## src/rtl/cmp_mode_pkg.sv

```systemverilog
// rtl/cmp_mode_pkg.sv - mode encoding and one-hot select decode shared with the display encoder
package cmp_mode_pkg;

    typedef enum logic [1:0] {
        MODE_IDLE = 2'b00,
        MODE_EQ   = 2'b01,
        MODE_LT   = 2'b10,
        MODE_GT   = 2'b11
    } mode_e;

    localparam logic [2:0] SEL_NONE = 3'b000;
    localparam logic [2:0] SEL_EQ   = 3'b001;
    localparam logic [2:0] SEL_LT   = 3'b010;
    localparam logic [2:0] SEL_GT   = 3'b100;

    // One-hot ordering is {GT,LT,EQ}; IDLE selects nothing.
    function automatic logic [2:0] mode_sel(input mode_e m);
        case (m)
            MODE_EQ: return SEL_EQ;
            MODE_LT: return SEL_LT;
            MODE_GT: return SEL_GT;
            default: return SEL_NONE;
        endcase
    endfunction

endpackage

```

## src/rtl/btn_debounce.sv

```systemverilog
// rtl/btn_debounce.sv - 2-FF synchronizer, stability counter and press pulse for one raw button
module btn_debounce #(
    parameter int DEB_CYCLES = 1_000_000
) (
    input  logic clk,
    input  logic reset,
    input  logic btn,
    output logic press
);

    localparam int CW = (DEB_CYCLES > 1) ? $clog2(DEB_CYCLES) : 1;
    localparam logic [CW-1:0] CNT_LAST = CW'(DEB_CYCLES - 1);

    logic          meta;
    logic          sync;
    logic          stable;
    logic          stable_d;
    logic [CW-1:0] cnt;

    always_ff @(posedge clk or posedge reset) begin
        if (reset) begin
            meta     <= 1'b0;
            sync     <= 1'b0;
            stable   <= 1'b0;
            stable_d <= 1'b0;
            press    <= 1'b0;
            cnt      <= '0;
        end else begin
            meta     <= btn;
            sync     <= meta;
            stable_d <= stable;
            press    <= stable & ~stable_d;
            // Any cycle where sync agrees with the accepted level restarts the count.
            if (sync == stable) begin
                cnt <= '0;
            end else if (cnt == CNT_LAST) begin
                stable <= sync;
                cnt    <= '0;
            end else begin
                cnt <= cnt + CW'(1);
            end
        end
    end

endmodule

```

## src/rtl/cmp_mode_ctrl.sv

```systemverilog
// rtl/cmp_mode_ctrl.sv - debounced mode FSM with auto-cycle and digit-scan counter for the comparator display
module cmp_mode_ctrl
    import cmp_mode_pkg::*;
#(
    parameter int DEB_CYCLES  = 1_000_000,
    parameter int AUTO_CYCLES = 50_000_000,
    parameter int SCAN_BITS   = 19
) (
    input  logic       clk,
    input  logic       reset,
    input  logic       b1,
    input  logic       b2,
    input  logic       b3,
    input  logic       auto_en,
    output logic [2:0] sel,
    output logic [1:0] mode,
    output logic       mode_stb,
    output logic [1:0] digit
);

    localparam int AW = (AUTO_CYCLES > 1) ? $clog2(AUTO_CYCLES) : 1;
    localparam logic [AW-1:0] AUTO_LAST = AW'(AUTO_CYCLES - 1);

    logic p_eq;
    logic p_lt;
    logic p_gt;

    btn_debounce #(.DEB_CYCLES(DEB_CYCLES)) u_deb_eq (
        .clk   (clk),
        .reset (reset),
        .btn   (b1),
        .press (p_eq)
    );

    btn_debounce #(.DEB_CYCLES(DEB_CYCLES)) u_deb_lt (
        .clk   (clk),
        .reset (reset),
        .btn   (b2),
        .press (p_lt)
    );

    btn_debounce #(.DEB_CYCLES(DEB_CYCLES)) u_deb_gt (
        .clk   (clk),
        .reset (reset),
        .btn   (b3),
        .press (p_gt)
    );

    mode_e           state;
    mode_e           nxt;
    mode_e           tgt;
    logic            one_press;
    logic [AW-1:0]   auto_cnt;
    logic [SCAN_BITS-1:0] scan_cnt;

    always_comb begin
        nxt       = state;
        tgt       = state;
        one_press = 1'b0;
        if (auto_en) begin
            // Presses are discarded entirely while auto-cycling.
            if (state == MODE_IDLE) begin
                nxt = MODE_EQ;
            end else if (auto_cnt == AUTO_LAST) begin
                case (state)
                    MODE_EQ: nxt = MODE_LT;
                    MODE_LT: nxt = MODE_GT;
                    default: nxt = MODE_EQ;
                endcase
            end
        end else begin
            case ({p_gt, p_lt, p_eq})
                3'b001: begin tgt = MODE_EQ; one_press = 1'b1; end
                3'b010: begin tgt = MODE_LT; one_press = 1'b1; end
                3'b100: begin tgt = MODE_GT; one_press = 1'b1; end
                default: begin tgt = state; one_press = 1'b0; end
            endcase
            if (one_press) begin
                nxt = (tgt == state) ? MODE_IDLE : tgt;
            end
        end
    end

    always_ff @(posedge clk or posedge reset) begin
        if (reset) begin
            state    <= MODE_IDLE;
            mode     <= MODE_IDLE;
            sel      <= SEL_NONE;
            mode_stb <= 1'b0;
            auto_cnt <= '0;
        end else begin
            state    <= nxt;
            mode     <= nxt;
            sel      <= mode_sel(nxt);
            mode_stb <= (nxt != state);
            if (!auto_en || state == MODE_IDLE || auto_cnt == AUTO_LAST) begin
                auto_cnt <= '0;
            end else begin
                auto_cnt <= auto_cnt + AW'(1);
            end
        end
    end

    always_ff @(posedge clk or posedge reset) begin
        if (reset) begin
            scan_cnt <= '0;
        end else begin
            scan_cnt <= scan_cnt + SCAN_BITS'(1);
        end
    end

    assign digit = scan_cnt[SCAN_BITS-1 -: 2];

endmodule

```

## config.mk

```make
export PLATFORM = sky130hd
export DESIGN_NAME = cmp_mode_ctrl
export DESIGN_NICKNAME = d
export VERILOG_FILES = /design/src/rtl/cmp_mode_pkg.sv /design/src/rtl/btn_debounce.sv /design/src/rtl/cmp_mode_ctrl.sv
export SDC_FILE = /design/constraint.sdc
export NUM_CORES = 1
export LEC_CHECK = 0
export BUFFER_PORTS_ARGS = -buffer_cell sky130_fd_sc_hd__buf_2
export CAP_MARGIN = 20
export CORE_MARGIN = 5
export CORE_UTILIZATION = 55
export CTS_CLUSTER_SIZE = 25
export DETAILED_ROUTE_END_ITERATION = 10
export PLACE_DENSITY = 0.67
export SYNTH_ARGS = -nofsm -noshare
export SYNTH_HDL_FRONTEND = slang
export SYNTH_SLANG_ARGS = --single-unit
```

## constraint.sdc

```tcl
create_clock -name clk -period 5.5 [get_ports clk]
set_input_delay 0.275 -clock clk [delete_from_list [all_inputs] [get_ports clk]]
set_output_delay 0.275 -clock clk [all_outputs]
set_load 0.02 [all_outputs]
```

==> flow_metrics.py, run 1 <==
metrics = {
    "status": {
        "status": "finished, final reports clean",
    },
    "global_routing": {
        "grt-ovfl-total": 0,
        "grt_antenna_before_repair": 0,
        "grt_usage_pct": 17.8,
        "grt_pass1_wl_mm": 18.7,
        "grt_max_degree": 66,
        "grt_pass1_vias": 4087,
    },
    "timing": {
        "fin_crit_ns": 2.21,
        "fin_setup_tns_ns": 0,
        "tightest_slew_ns": 0.771,
        "rsz0062_at_grt": "false",
        "fmax_mhz": 452,
        "setup_viol": 0,
        "min_period_over_period_pct": 40.2,
        "hold_violations": 0,
        "slew_violations": 0,
        "fin_ws_ns": 3.29,
        "finClkSkew_ns": 0.00788,
        "relSlewSlack_pct": 48.6,
    },
    "critical_path": {
        "crit_path_end_kind": "register",
        "rrSetupSlack_ns": 3.29,
        "cp-start-kind": "register",
        "cp_max_fo": 24,
        "worst_r2r_startpoint": "auto_cnt[0]",
        "ff2ff_path_depth": 6,
        "worstSetupPathType": "reg -> reg",
        "r2r-end": "auto_cnt[5]",
        "cp.required_ns": 5.89,
        "worstPathArrival_ns": 2.60,
    },
    "synth": {
        "synth_top_family_by_area": "simple AND/OR/NAND/NOR gates",
        "seq_area_frac_synth_pct": 52.6,
        "synthXorXnorAreaFrac_pct": 14.2,
        "synth_cell_types": 50,
        "synth-compound-area-share_pct": 2.86,
        "synthSimpleGateAreaFrac_pct": 25.9,
        "synth-edff-count": 0,
        "syn_area_per_cell_sq_um": 10.2,
        "synth-seq-cells": 126,
        "ys_warn_count": 0,
        "synth_top_flop_cell": "dfrtp_1",
        "muxShareOfSynthArea_pct": 0.563,
        "syn_nets": 598,
        "async_reset_ff_share_pct": 100,
        "syn_inst": 586,
        "synthAdderAreaFrac_pct": 1.25,
        "netlist_area_sq_um": 6000,
    },
    "placed_design": {
        "dpl_cell_area_sq_um": 6160,
        "io_buffers": 13,
        "dp_slack_ns": 3.29,
        "hpwl_mm": 6.79,
        "place_congestion": 0.871,
    },
    "floorplan": {
        "die_area_sq_um": 13100,
        "die_h_um": 114,
        "rows": 38,
        "ioPinCount": 14,
        "die_w_um": 114,
        "start_util_pct": 55.8,
        "core_area_sq_um": 10700,
    },
    "route": {
        "ant_nets": 0,
        "vias": 4128,
        "drt_iter0_markers": 382,
        "drt-wirelength-per-cell_um": 13.8,
        "finalWirelength_mm": 10.5,
        "drt-vias-per-instance": 5.44,
        "first_pass_iters": 5,
        "drc": 0,
    },
    "cts": {
        "clock_path_buffers": 2,
        "cts-root-buf": "clkbuf_8",
        "tritoncts": "built",
        "htreeDepth": 4,
        "clk_pin_slew_ns": 0.06,
        "cts_setup_buffers": 0,
        "cts_sinks": 126,
        "clock_latency_ns": 0.52,
        "cts_made_buffers": 17,
    },
    "flow_run": {
        "max_cap_violations": 0,
    },
    "final_layout": {
        "fin_nets": 618,
        "n_antenna_cell": 0,
        "fill_cells": 878,
        "layout-drive-gt1-share_pct": 10.5,
        "area_growth_pct": 13.6,
        "design_area_sq_um": 6810,
    },
    "hold_path": {
        "hold_end": "auto_cnt[6]",
        "hold_path.class": "in -> reg",
        "hold_start": "auto_en",
        "whs_path_depth": 3,
    },
    "pwr": {
        "total_leakage_power_nw": 2.99,
        "total_power_w": 0.00220,
        "ir_drop_uv": 366,
        "p_per_area_nw_per_um2": 323,
    },
}
-- flip-flops by register name (all words and copies together), names as in the netlist, 2 cells and up --
signal        flops
scan_cnt         19
auto_cnt         26
u_deb_eq.cnt     20
u_deb_gt.cnt     20
state             2
sel               3
u_deb_lt.cnt     20
-- per-stage QoR --
step                std cells  util (%)  hold slack, ns
finish                    759      63.4           0.119
global route              759      63.4           0.118
CTS                       759      63.4          0.0883
detailed placement        723      57.3           0.340
global placement          723      57.3           0.333
floorplan                 586         -           0.306
-- logic make-up (layout without fill, tap and decap cells) --
logic type | Yosys count | count (layout)
AND/OR/NAND/NOR | 293 | 293
flip-flops | 126 | 126
XOR/XNOR | 97 | 97
buffers and inverters | 36 | 69
AO/OA/AOI/OAI | 25 | 25
adder cells (fa/ha/maj) | 6 | 6
multiplexers | 3 | 3
-- worst max-delay path, stage by stage, from the launching register on --
cell and delay (ns):
dfrtp_1 0.39, ha_1 0.27, nand2_1 0.13, nor3_2 0.50, nand3_1 0.24, nand2_2 0.42
nor2_1 0.11
-- cells in the mapped netlist, types with 3 or more instances --
master / number / area share, %
and2_1: 5 / 0.52
and3_1: 16 / 1.7
inv_1: 18 / 1.1
xnor2_1: 39 / 5.7
or3_1: 3 / 0.31
a21oi_1: 5 / 0.42
nor4_2: 3 / 0.63
nor4b_1: 7 / 1.0
mux2_2: 3 / 0.56
nor4_1: 9 / 0.94
nor2b_1: 7 / 0.73
nand2b_1: 4 / 0.42
nand2_1: 37 / 2.3
a31oi_1: 3 / 0.31
nand3_1: 39 / 3.3
nor2_1: 105 / 6.6
buf_4: 3 / 0.38
nand4_1: 23 / 2.4
dfrtp_1: 126 / 53
ha_1: 6 / 1.3
o21ai_0: 8 / 0.67
nor3_1: 7 / 0.58
buf_2: 6 / 0.50
clkbuf_1: 8 / 0.50
xor2_1: 58 / 8.5
and4_1: 8 / 1.2
-- per-layer routing --
metal,routed length (um),vias up,GRT usage (%),share of wire (%)
li1,-,2031,-,-
met5,0,-,0,0
met3,359,19,5.60,3.4
met2,4820,63,26.9,46
met4,213,0,7.36,2.0
met1,5090,2015,24.0,49
-- cell type report --
cell class              instances  area [sq um]  area share, %
flip-flops and latches        126          3150           46.3
multi-input cells             424          2680           39.4
clock buffers                  23           477           7.00
well taps                     140           175           2.57
clock inverters                 9           133           1.95
repair buffers                 19           120           1.76
inverters                      18          70.1           1.03
-- worst max-delay path by stage --
stage               slack (ns)                to       startpoint  depth (start not counted)
floorplan                 1.87       auto_cnt[0]            reset                          1
global placement          3.37  u_deb_eq.cnt[14]  u_deb_eq.cnt[0]                          6
detailed placement        3.29  u_deb_eq.cnt[18]  u_deb_eq.cnt[0]                          6
CTS                       3.27      auto_cnt[14]      auto_cnt[0]                          6
global route              3.08      auto_cnt[24]      auto_cnt[0]                          6
finish                    3.29       auto_cnt[5]      auto_cnt[0]                          6
-- cells in the final DEF (no fill, tap or decap), types with 3 or more instances in the layout --
cell,instances
or3_1,3
nand3_1,39
nor4_2,3
a31oi_1,3
nor3_1,7
nor2_1,105
xnor2_1,39
mux2_2,3
nor4b_1,7
bufinv_16,3
clkbuf_8,5
nand4_1,23
and2_1,5
nand2_1,37
nor4_1,9
o21ai_0,7
nor2b_1,7
dlygate4sd3_1,4
clkbuf_16,16
and4_1,8
ha_1,6
nand2b_1,4
a21oi_1,5
inv_1,17
and3_1,16
xor2_1,58
dfrtp_1,126
buf_2,13
-- power by group --
group	total [W]	switching [W]	internal [W]
Sequential	0.000965	0.0000195	0.000946
Combinational	0.000106	0.0000715	0.0000348
Clock	0.00113	0.000391	0.000738
Total	0.00220	0.000482	0.00172
-- repair_timing --
| item | in CTS | in global routing |
|---|---|---|
| endpoints found under the hold margin | 67 | 0 |
| setup endpoints to repair | 0 | 0 |
| gates resized for setup | 0 | 0 |
| hold buffers | 4 | 0 |
Note: power is estimated with default switching activity, not from simulation.
==> inputs of run 2 (changes only) <==
--- a/config.mk
+++ b/config.mk
@@ -5,13 +5,14 @@
 export SDC_FILE = /design/constraint.sdc
 export NUM_CORES = 1
 export LEC_CHECK = 0
+export ABC_AREA = 1
 export BUFFER_PORTS_ARGS = -buffer_cell sky130_fd_sc_hd__buf_2
 export CAP_MARGIN = 20
 export CORE_MARGIN = 5
 export CORE_UTILIZATION = 55
 export CTS_CLUSTER_SIZE = 25
 export DETAILED_ROUTE_END_ITERATION = 10
-export PLACE_DENSITY = 0.67
+export PLACE_DENSITY = 0.7
 export SYNTH_ARGS = -nofsm -noshare
 export SYNTH_HDL_FRONTEND = slang
 export SYNTH_SLANG_ARGS = --single-unit
==> constraint.sdc (replaced) <==
create_clock -name clk -period 1.9 [get_ports clk]
set_input_delay 0.095 -clock clk [delete_from_list [all_inputs] [get_ports clk]]
set_output_delay 0.095 -clock clk [all_outputs]
set_load 0.02 [all_outputs]
==> run 2 against run 1 <==
Compared with the run above: design area up 7.3%; hold slack better by 0.026 ns; via count increased by 19%.
==> flow_metrics.py, run 2 <==
metrics = {
    "status": {
        "status": "finished, final reports clean",
    },
    "floorplan": {
        "rows": 39,
        "ioPinCount": 14,
        "start_util_pct": 56.1,
        "die_area_sq_um": 13900,
        "core_area_sq_um": 11400,
        "die_w_um": 118,
        "die_h_um": 118,
    },
    "synth": {
        "synth.area.top_cells": "dfrtp_1 49%, nand2_1 7.7%, nor2_1 7.6%",
        "netlist_area_sq_um": 6410,
        "synth_cell_types": 34,
        "synth-edff-count": 0,
        "syn_inst": 756,
        "synth.cells.most_frequent": "132 x nand2_1, 130 x nor2_1, 126 x dfrtp_1",
        "ys_warn_count": 0,
        "yosysMostFrequentCell": "nand2_1",
        "synth_top_area_share_pct": 49.2,
        "async_reset_ff_share_pct": 100,
        "seq_area_frac_synth_pct": 49.2,
        "synth-seq-cells": 126,
        "syn_area_per_cell_sq_um": 8.47,
        "syn_nets": 768,
        "synth_top_flop_cell": "dfrtp_1",
        "synth_area_leader_cell": "dfrtp_1",
    },
    "timing": {
        "relSlewSlack_pct": 67.2,
        "tightest_slew_ns": 0.492,
        "slew_violations": 0,
        "hold_violations": 0,
        "fin_setup_tns_ns": 0,
        "rsz0062_at_grt": "false",
        "fmax_mhz": 574,
        "setup_viol": 0,
        "fin_crit_ns": 1.74,
        "finClkSkew_ns": 0.00625,
        "min_period_over_period_pct": 91.8,
        "hold_ws_ns": 0.145,
    },
    "placed_design": {
        "io_buffers": 13,
        "hpwl_mm": 8.80,
        "place_congestion": 0.887,
        "placed_cells": 918,
    },
    "route": {
        "vias": 4926,
        "ant_nets": 0,
        "drt-vias-per-instance": 5.17,
        "drc": 0,
        "drt_iter0_markers": 286,
        "finalWirelength_mm": 12.2,
        "drt-wirelength-per-cell_um": 12.8,
        "first_pass_iters": 4,
    },
    "global_routing": {
        "grt_pass1_vias": 4860,
        "grt-ovfl-total": 0,
        "grt_pass1_wl_mm": 21.8,
        "grt_max_degree": 74,
        "grt_antenna_before_repair": 0,
        "grt_usage_pct": 18.8,
    },
    "cts": {
        "htreeDepth": 4,
        "cts_made_buffers": 17,
        "cts_sinks": 126,
        "cts-root-buf": "clkbuf_16",
        "tritoncts": "built",
        "clk_pin_slew_ns": 0.05,
        "clock_path_buffers": 2,
        "clock_latency_ns": 0.41,
    },
    "critical_path": {
        "cp-start-kind": "register",
        "crit_path_end_kind": "register",
        "worstSetupPathType": "reg -> reg",
        "cp_max_fo": 6,
        "cp.required_ns": 2.20,
        "worstPathArrival_ns": 2.04,
        "ff2ff_path_depth": 11,
    },
    "final_layout": {
        "layout_common_cells": "131 x nand2_1, 130 x nor2_1, 126 x dfrtp_1",
        "top_register": "auto_cnt",
        "layout-drive-gt1-share_pct": 14.1,
        "stdcell_count": 952,
        "area_growth_pct": 14.0,
        "fin_nets": 811,
        "n_antenna_cell": 0,
        "fill_cells": 977,
        "mostFrequentLayoutCell": "nand2_1",
        "largest_reg_flops": 26,
    },
    "flow_run": {
        "max_cap_violations": 0,
    },
    "pwr": {
        "p_per_area_nw_per_um2": 802,
        "ir_drop_uv": 753,
        "total_leakage_power_nw": 3.40,
    },
    "hold_path": {
        "whs_path_depth": 5,
        "hold_path.class": "in -> reg",
    },
}
==> run 2: changes by cell type after synthesis, sizes merged, moves of 20 or more <==
cell / change
nor2: +46
inv: +76
nand2: +105
xnor2: -20
nor3: +25
xor2: -20
==> run 2: where the power goes <==
group	internal, W	switching, W	leakage [nW]
Sequential	0.00271	0.0000194	1.71
Combinational	0.0000493	0.000117	1.42
Clock	0.00187	0.00109	0.263
Total	0.00463	0.00123	3.40
==> run 2: area by class of cell <==
cell class                 count  area [sq um]  share of cell area (%)
tap                          143           179                    2.45
clock inverter                 7          65.1                   0.891
clock buffer                  22           474                    6.49
inverter                      96           364                    4.99
timing repair buffer          28           200                    2.74
multi-input combinational    530          2870                    39.3
sequential                   126          3150                    43.2
==> run 2: logic make-up after synthesis <==
group	synth area share, %
simple gates	32.5
flops	49.2
buf+inv	6.05
xor+xnor	7.79
compound gates	2.89
fa+ha+maj	1.17
mux	0.352
==> run 2: repair_timing <==
item,CTS,global route
hold endpoints to repair,16,0
buffers inserted,0,1
hold buffers,4,0
resized for setup,0,1
setup endpoints to repair,0,3
==> run 2: critical path, cell delays in order, from the launching register on <==
cell and delay, ns:
dfrtp_1 0.38, ha_1 0.21, nand2_2 0.08, nor2_4 0.13, nand2_2 0.09, inv_2 0.10, nand2_4 0.08, nor2_8 0.12
nand2_2 0.10, nor2_2 0.12, xor2_1 0.17, nor2_1 0.06
==> run 2: metal layers <==
metal | vias up | wire length (um) | GRT usage (%)
met3 | 20 | 347 | 5.29
met5 | - | 0 | 0
met2 | 59 | 5960 | 30.6
li1 | 2505 | - | -
met1 | 2342 | 5700 | 24.2
met4 | 0 | 188 | 6.45
==> run 2: final timing paths <==
path	slack, ns	start	end
worst max-delay path	0.16	auto_cnt[1]	auto_cnt[16]
worst min-delay path	0.15	auto_en	state[0]
worst max register to register	0.16	auto_cnt[1]	auto_cnt[16]
worst min register to register	0.35	u_deb_gt.meta	u_deb_gt.sync
max in group asynchronous	0.87	reset	u_deb_lt.cnt[16]
min in group asynchronous	0.22	reset	scan_cnt[9]
==> run 2: per-stage QoR <==
step	power (W)	utilization, %	instance area (sq um)	setup WS (ns)
after floorplan	0.00288	-	6410	0.252
after global placement	0.00293	58.8	6710	0.253
after detailed placement	0.00294	58.8	6710	0.157
final	0.00586	64.0	7300	0.156
after global routing	0.00608	64.0	7300	0.0153
after CTS	0.00592	63.9	7290	0.122
==> inputs of run 3 (changes only) <==
--- a/config.mk
+++ b/config.mk
@@ -12,7 +12,9 @@
 export CORE_UTILIZATION = 55
 export CTS_CLUSTER_SIZE = 25
 export DETAILED_ROUTE_END_ITERATION = 10
+export MAX_ROUTING_LAYER = met4
 export PLACE_DENSITY = 0.7
+export REMOVE_ABC_BUFFERS = 1
 export SYNTH_ARGS = -nofsm -noshare
 export SYNTH_HDL_FRONTEND = slang
 export SYNTH_SLANG_ARGS = --single-unit
==> run 3 against run 2 <==
Compared with the run above: clock power grew 19%; worst setup slack lost 0.011 ns; power grew 9.5%; combinational power grew 3%; clock skew is essentially flat; global-route usage grew 0.96 points; critical path depth shrank 1; flip-flop and latch count is the same; maximum frequency shrank 0.61%; register-to-register slack is essentially flat; hold slack lost 0.0083 ns; via count grew 0.73%; critical path type unchanged; largest cell class unchanged.
==> flow_metrics.py, run 3 (synthesized netlist as in run 2, its figures left out) <==
metrics = {
    "pwr": {
        "p_seq_share_pct": 42.6,
        "ir_drop_uv": 881,
        "p_int_w": 0.00510,
        "share_comb_of_total_power_pct": 2.7,
        "total_power_w": 0.00641,
        "p_clk_share_pct": 54.7,
        "total_leakage_power_nw": 3.44,
        "p_sw_w": 0.00131,
        "p_per_area_nw_per_um2": 865,
        "sw_frac_of_total_pct": 20.5,
    },
    "critical_path": {
        "crit_path_end_kind": "register",
        "worst_r2r_startpoint": "auto_cnt[0]",
        "cp-start-kind": "register",
        "r2r-end": "auto_cnt[22]",
        "worstSetupPathType": "reg -> reg",
        "rrSetupSlack_ns": 0.15,
        "cp-startpoint": "auto_cnt[0]",
        "cp_max_fo": 8,
        "cp.required_ns": 2.20,
        "ff2ff_path_depth": 10,
        "worstPathArrival_ns": 2.05,
    },
    "placed_design": {
        "dp_slack_ns": 0.149,
        "place_congestion": 0.952,
        "io_buffers": 13,
        "hpwl_mm": 8.80,
        "dpl_cell_area_sq_um": 6710,
    },
    "route": {
        "finalWirelength_mm": 12.5,
        "first_pass_iters": 5,
        "ant_nets": 0,
        "drt-wirelength-per-cell_um": 13.1,
        "drc": 0,
        "drt_iter0_markers": 398,
        "vias": 4962,
        "drt-vias-per-instance": 5.20,
    },
    "final_layout": {
        "layout_common_cells": "130 x nand2_1, 129 x nor2_1, 126 x dfrtp_1",
        "mostFrequentLayoutCell": "nand2_1",
        "design_area_sq_um": 7420,
        "fin_nets": 811,
        "largest_reg_flops": 26,
        "post-route-util_pct": 65.0,
        "fill_cells": 936,
        "top_register": "auto_cnt",
        "n_antenna_cell": 0,
        "area_growth_pct": 15.8,
        "layout-drive-gt1-share_pct": 14.8,
    },
    "timing": {
        "finClkSkew_ns": 0.00593,
        "min_period_over_period_pct": 92.3,
        "rsz0062_at_grt": "false",
        "fin_ws_ns": 0.146,
        "fmax_mhz": 570,
        "slew_violations": 0,
        "tightest_slew_ns": 0.469,
        "setup_viol": 0,
        "relSlewSlack_pct": 68.8,
        "fin_setup_tns_ns": 0,
        "fin_crit_ns": 1.75,
        "hold_violations": 0,
    },
    "floorplan": {
        "die_h_um": 118,
        "core_area_sq_um": 11400,
        "ioPinCount": 14,
        "die_w_um": 118,
        "die_area_sq_um": 13900,
        "rows": 39,
        "start_util_pct": 56.1,
    },
    "hold_path": {
        "whs_path_depth": 5,
        "hold_path.class": "in -> reg",
        "hold_start": "auto_en",
        "hold_end": "state[0]",
    },
    "cts": {
        "htreeDepth": 4,
        "clock_path_buffers": 2,
        "tritoncts": "built",
        "clock_latency_ns": 0.41,
        "cts_sinks": 126,
        "clk_pin_slew_ns": 0.06,
        "cts_made_buffers": 17,
        "cts-root-buf": "clkbuf_16",
    },
    "flow_run": {
        "max_cap_violations": 0,
    },
    "global_routing": {
        "grt_pass1_wl_mm": 22.3,
        "grt_antenna_before_repair": 0,
        "grt-ovfl-total": 0,
        "grt_usage_pct": 19.8,
        "grt_max_degree": 40,
        "grt_pass1_vias": 4994,
    },
    "status": {
        "status": "finished, final reports clean",
    },
}
run 3: cell types whose count changed in the layout (fill, tap and decap cells not counted), sizes merged:
cell,change
clkinv,-2
inv,+1
bufinv,+3
clkbuf,+1
run 3: worst max-delay path by stage:
stage / end / slack [ns] / cells after the start
after floorplan: auto_cnt[0] / -1.55 / 1
after global placement: auto_cnt[5] / 0.21 / 9
after detailed placement: auto_cnt[5] / 0.15 / 9
after CTS: auto_cnt[5] / 0.14 / 9
after global routing: mode_stb / 0.01 / 12
final: auto_cnt[22] / 0.15 / 10
run 3: routing by layer:
| layer | global-route usage, % | up-vias | wire length, um |
|---|---|---|---|
| met2 | 31.4 | 95 | 6210 |
| li1 | - | 2499 | - |
| met3 | 5.09 | 20 | 485 |
| met5 | - | - | 0 |
| met1 | 24.8 | 2348 | 5620 |
| met4 | 6.52 | 0 | 204 |
run 3: metrics by stage:
step	hold WS (ns)	instances
2_1_floorplan	0.126	752
3_3_place_gp	0.154	918
3_5_place_dp	0.161	918
4_1_cts	0.125	954
5_1_grt	0.194	955
6_report	0.137	955
run 3: critical path, stage by stage (launching register included):
cell and delay [ns]:
dfrtp_1 0.40, ha_2 0.22, nand2_2 0.07, nor2_4 0.12, nand3_1 0.10, nor2_2 0.15
nand2_2 0.08, nand2_2 0.19, inv_2 0.12, o21ai_1 0.11, a21oi_1 0.07
run 3: cell type report:
class | count | area [sq um] | share of cell area (%)
multi-input cells | 530 | 2880 | 38.8
flip-flops and latches | 126 | 3150 | 42.5
well taps | 143 | 179 | 2.41
clock buffers | 23 | 488 | 6.58
clock inverters | 9 | 156 | 2.11
repair buffers | 28 | 200 | 2.70
inverters | 96 | 363 | 4.89
run 3: timing repair:
action | CTS | global route
hold buffers | 4 | 0
resized for setup | 0 | 6
setup endpoints to repair | 0 | 6
hold endpoints to repair | 38 | 0
setup buffers | 0 | 1
run 3: power by group through the flow:
stage | Clock, W | Combinational, W | Sequential, W
5_1_grt | 0.00371 | 0.000203 | 0.00273
3_5_place_dp | 0 | 0.000165 | 0.00278
2_1_floorplan | 0 | 0.000104 | 0.00277
6_report | 0.00351 | 0.000171 | 0.00273
3_3_place_gp | 0 | 0.000158 | 0.00278
4_1_cts | 0.00356 | 0.000173 | 0.00273
